## config.mk

```make
export PLATFORM = sky130hd
export DESIGN_NAME = timer_counter
export DESIGN_NICKNAME = d
export VERILOG_FILES = /design/src/rtl/tc_pkg.sv /design/src/rtl/timer_counter.sv
export SDC_FILE = /design/constraint.sdc
export NUM_CORES = 1
export LEC_CHECK = 0
export ABC_CLOCK_PERIOD_IN_PS = 2840
export CORE_ASPECT_RATIO = 0.9
export CORE_UTILIZATION = 50
export CTS_CLUSTER_DIAMETER = 150
export DETAILED_ROUTE_END_ITERATION = 16
export PLACE_DENSITY_LB_ADDON = 0.25
export SYNTH_ARGS = -nofsm -noshare
export SYNTH_HDL_FRONTEND = slang
export SYNTH_SLANG_ARGS = --single-unit
```

## constraint.sdc

```tcl
create_clock -name clk -period 2.84 [get_ports clk]
set_clock_uncertainty 0.1 [all_clocks]
set_input_delay 0.284 -clock clk [delete_from_list [all_inputs] [get_ports clk]]
set_output_delay 0.284 -clock clk [all_outputs]
set_load 0.02 [all_outputs]
```

## src/rtl/tc_pkg.sv

```systemverilog
// Shared constants for the memory-mapped down-counting timer: FSM states,
// register offsets, CTRL bit layout, mode codes and the bridge base addresses.
package tc_pkg;

  typedef enum logic [1:0] {
    ST_IDLE = 2'd0,
    ST_LOAD = 2'd1,
    ST_CNT  = 2'd2,
    ST_INT  = 2'd3
  } tc_state_e;

  // Word offsets, decoded from Addr[3:2]
  localparam logic [1:0] REG_CTRL   = 2'd0;
  localparam logic [1:0] REG_PRESET = 2'd1;
  localparam logic [1:0] REG_COUNT  = 2'd2;

  localparam int CTRL_EN      = 0;
  localparam int CTRL_MODE_LO = 1;
  localparam int CTRL_MODE_HI = 2;
  localparam int CTRL_IM      = 3;

  localparam logic [1:0] MODE_ONESHOT = 2'd0;
  localparam logic [1:0] MODE_RELOAD  = 2'd1;

  localparam logic [31:0] TC0_BASE = 32'h0000_7F00;
  localparam logic [31:0] TC1_BASE = 32'h0000_7F10;

endpackage

```

## src/rtl/timer_counter.sv

```systemverilog
// 32-bit down-counting timer with CTRL/PRESET/COUNT registers, one-shot or
// auto-reload modes and a maskable level interrupt.
module timer_counter
  import tc_pkg::*;
#(
  parameter int CNT_W = 32
) (
  input  logic        clk,
  input  logic        reset,
  input  logic [31:0] Addr,
  input  logic [31:0] Din,
  input  logic        WE,
  output logic [31:0] Dout,
  output logic        IRQ
);

  tc_state_e        state, state_nxt;
  logic [3:0]       ctrl, ctrl_nxt;
  logic [CNT_W-1:0] preset, preset_nxt;
  logic [CNT_W-1:0] count, count_nxt;
  logic             irq_flag, irq_nxt;

  // Only Addr[3:2] selects a register; the bridge has already decoded the rest.
  logic unused_addr;
  assign unused_addr = ^{Addr[31:4], Addr[1:0]};

  always_ff @(posedge clk or negedge reset) begin
    if (!reset) begin
      state    <= ST_IDLE;
      ctrl     <= '0;
      preset   <= '0;
      count    <= '0;
      irq_flag <= 1'b0;
    end else begin
      state    <= state_nxt;
      ctrl     <= ctrl_nxt;
      preset   <= preset_nxt;
      count    <= count_nxt;
      irq_flag <= irq_nxt;
    end
  end

  always_comb begin
    state_nxt  = state;
    ctrl_nxt   = ctrl;
    preset_nxt = preset;
    count_nxt  = count;
    irq_nxt    = irq_flag;

    case (state)
      ST_IDLE: if (ctrl[CTRL_EN]) state_nxt = ST_LOAD;
      ST_LOAD: begin
        count_nxt = preset;
        state_nxt = ST_CNT;
      end
      ST_CNT: begin
        if (!ctrl[CTRL_EN]) begin
          state_nxt = ST_IDLE;
        end else if (count > CNT_W'(1)) begin
          count_nxt = count - CNT_W'(1);
        end else begin
          count_nxt = '0;
          irq_nxt   = 1'b1;
          state_nxt = ST_INT;
        end
      end
      ST_INT: begin
        state_nxt = ST_IDLE;
        if (ctrl[CTRL_MODE_HI:CTRL_MODE_LO] == MODE_RELOAD) irq_nxt = 1'b0;
        else                                                  ctrl_nxt[CTRL_EN] = 1'b0;
      end
      default: state_nxt = ST_IDLE;
    endcase

    // Software writes come last so they override any FSM update in the same cycle.
    if (WE) begin
      case (Addr[3:2])
        REG_CTRL: begin
          ctrl_nxt = Din[3:0];
          irq_nxt  = 1'b0;
        end
        REG_PRESET: begin
          preset_nxt = Din[CNT_W-1:0];
          irq_nxt    = 1'b0;
        end
        default: ;
      endcase
    end
  end

  always_comb begin
    case (Addr[3:2])
      REG_CTRL:   Dout = {28'd0, ctrl};
      REG_PRESET: Dout = 32'(preset);
      REG_COUNT:  Dout = 32'(count);
      default:    Dout = 32'd0;
    endcase
  end

  assign IRQ = irq_flag & ctrl[CTRL_IM];

endmodule

```

==> results.md, run 1 <==
- Final Cycle Share: 0.882
- Dpl cells: 545
- Minimum clock period: about 2.5 ns
- Status: completed
- Final count of negative-setup-slack endpoints: 0
- Reg-to-Reg End: count[19]$_DFFE_PN0P_
- Startpoint Class: flop
- Hold crit path type: in -> async
- Root Buffer: clkbuf_8
- Clk slew on worst S/H paths: 0.08 ns
- I/O Buffers: between 60 and 70
- Starting Density: 0.527
- Most common cell after layout, fill and taps aside: dfrtp_1
- Overall routed net length: 10300 um
- Most area-consuming cells after synthesis: dfrtp_1, mux2_2, a22o_1, o21ai_0, mux2i_1
- Placer Congestion: 0.878
- Footprint of the multi-input gates: 2130 um2
- Post-CTS sizing: 0
- Drt drc: 0
- Worst Max-Slew Pin Slew: slightly above 0.8 ns
- Synthesized area per cell: ~10 um2
- Fmax: 0.399 GHz
- Area growth from synthesis to layout: 27.2%
- Final core occ: 0.670
- Number of global-route vias before repair: 3533
- Starting DRC count in detailed routing: 137
- H-tree Lvls: 3
- Initial antenna violation count: 0
- Clk Latency, worst-skew pair: ~0.36 ns
- Setup crit end kind: flop
- CTS max path bufs: 2
- Fin. max-slew vios: 0
- FP Rows: 30
- Critical path arrival: 2.65 ns
- Synth async-reset ratio: 1.00
- Commonest cells after routing, fill and taps aside: dfrtp_1, clkdlybuf4s50_1, mux2_2
- Unrepaired setup endpoints after global routing: false
- Max Cap Viol: 0
- Via/cell ratio: 6.32
- Total Routing Usage GR: 0.255
- WHS: 0.428 ns
- Cell count after synthesis: 388
- Sequential-to-total area share from yosys stat: 0.438
- Crit. Startpoint: count[13]$_DFFE_PN0P_
- CTS tree: yes
- R2r startpoint: count[13]$_DFFE_PN0P_
- Post-Layout Cell Count: 562
- DRT Pass-1 Iters: 5
- Die height: 87.4 um
- CP Class: reg -> reg
- CORE AREA: 7690 um2
- R2R depth: 7
- Crit path max fanout: 18
- Cell variety after synth: 52
- DP HPWL: 6920 um
- Dominant register cell in the synthesized netlist: dfrtp_1
- Largest area contributor in the netlist: dfrtp_1
- Clock Sinks: 71
- Leak Pwr: about 2.1 nW
- Die area: 8480 um2
- Global-route wire length before repair: 17300 um
- Synth Register Bits: 71
- Syn Std Cell Area: 4060 um2
- CP endpoint: count[19]$_DFFE_PN0P_
- Fin nets: 530
- Die width: 96.9 um
- Drt wl/cell: 18.3 um
- Reg area: 1780 um2
- Grt ovf: 0
- Synth Warn #: 0
- Hold Vio Cnt, Final: 0
- R2r setup slk: ~0.33 ns
- Total CTS buffers: 9
- Top Ports: 100
- Maximum VDD drop: 464 uV
- Number of synthesized flops with an enable pin: 0
- Syn nets: 457
- Cell area power density: 899 nW/um2
- Fill cells: between 600 and 700
- Pin count of the biggest net entering global routing: 42
- Layout cell share with drive strength beyond 1: 0.185
- Post-route ant nets: 0
- Vias: 3551
- Diodes inserted: 0
- Crit path required time: 2.98 ns
- Slew headroom: 0.460
- Post-synth top area share: 0.438
- Setup_tns: 0 ns
==> how the worst min path moves through the flow <==
stage | endpoint | slack [ns] | cells past startpoint | startpoint
CTS | preset[13]$_DFFE_PN0P_ | 0.43 | 2 | Din[13]
detailed placement | preset[5]$_DFFE_PN0P_ | 0.30 | 1 | reset
global route | irq_flag$_DFF_PN0_ | 0.43 | 2 | WE
finish | preset[5]$_DFFE_PN0P_ | 0.43 | 2 | reset
global placement | preset[6]$_DFFE_PN0P_ | 0.29 | 1 | reset
floorplan | count[0]$_DFFE_PN0P_ | -0.11 | 0 | reset
==> critical path, cell delays in order, from the launching register on <==
cell     delay, ns
dfrtp_1       0.47
nor4_2        0.47
nand2_1       0.22
o31ai_4       0.27
buf_4         0.21
buf_4         0.23
o21ai_0       0.12
a211o_1       0.29
==> final cells by class <==
class	count	area share
Clock buffer	13	0.0308
Sequential cell	71	0.344
Inverter	5	0.00364
Clock inverter	3	0.0126
Tap cell	96	0.0233
Timing Repair Buffer	93	0.173
Multi-Input combinational cell	281	0.412
==> flip-flops by register name (all words and copies together), names as in the netlist <==
name,flops
ctrl,4
state,2
count,32
preset,32
irq_flag,1
==> timing repair <==
item,CTS,global route
hold endpoints to repair,30,0
setup buffers,0,0
hold buffers,1,0
==> stage by stage <==
step	instance area, um2	setup slack (ns)	total power, W
final	5160	0.334	0.00464
after global routing	5160	0.179	0.00492
after CTS	5160	0.365	0.00463
after detailed placement	4920	0.384	0.00369
after global placement	4920	0.404	0.00363
after floorplan	4060	0.581	0.00303
==> power by group <==
group / total, W / internal, W / switching, W
combinational: 0.00188 / 0.000904 / 0.000972
clock: 0.000932 / 0.000543 / 0.000389
sequential: 0.00183 / 0.00134 / 0.000493
total: 0.00464 / 0.00278 / 0.00185
==> cells in the mapped netlist (all sizes together) (2+ instances only) <==
library cell  count
nand2b            3
nor2b             5
a21o              3
nor4b             6
mux2             35
buf              10
or4              11
o211ai            2
nand3            10
nor3b             2
o311ai            2
o41ai             3
o21ai            30
inv               5
dfrtp            71
a211o             6
nor3             12
mux2i             9
a221o             7
ha                2
o31ai             4
a21oi             8
o22ai             2
nand4             3
or3               7
o2111ai           2
a22oi             6
clkbuf           21
nand2            22
a22o             30
nor2             14
nor4             15
and2              8
and3              2
==> layer usage <==
| layer | track usage | up-vias | share of wire |
|---|---|---|---|
| li1 | - | 1655 | - |
| met1 | 0.336 | 1786 | 0.45 |
| met2 | 0.437 | 103 | 0.49 |
| met3 | 0.0433 | 7 | 0.045 |
| met5 | 0 | - | 0 |
| met4 | 0.0733 | 0 | 0.0078 |
==> cell families after synthesis <==
| group | Yosys count | share of synthesized area |
|---|---|---|
| compound gates | 112 | 0.206 |
| flops | 71 | 0.438 |
| mux | 44 | 0.119 |
| simple gates | 123 | 0.189 |
| buf+inv | 36 | 0.0404 |
| fa+ha+maj | 2 | 0.00617 |
No activity file was read; power rests on OpenSTA's default activity.
==> inputs of run 2 (changes only) <==
Settings changed: CTS_CLUSTER_DIAMETER 150 to 120.
==> results of run 2 <==
Final layout, timing and power as in run 1 (identical DEF).
==> inputs of run 3 (changes only) <==
Settings changed: ABC_AREA from default to 0.
==> results of run 3 <==
Final layout, timing and power as in run 1 (identical DEF).
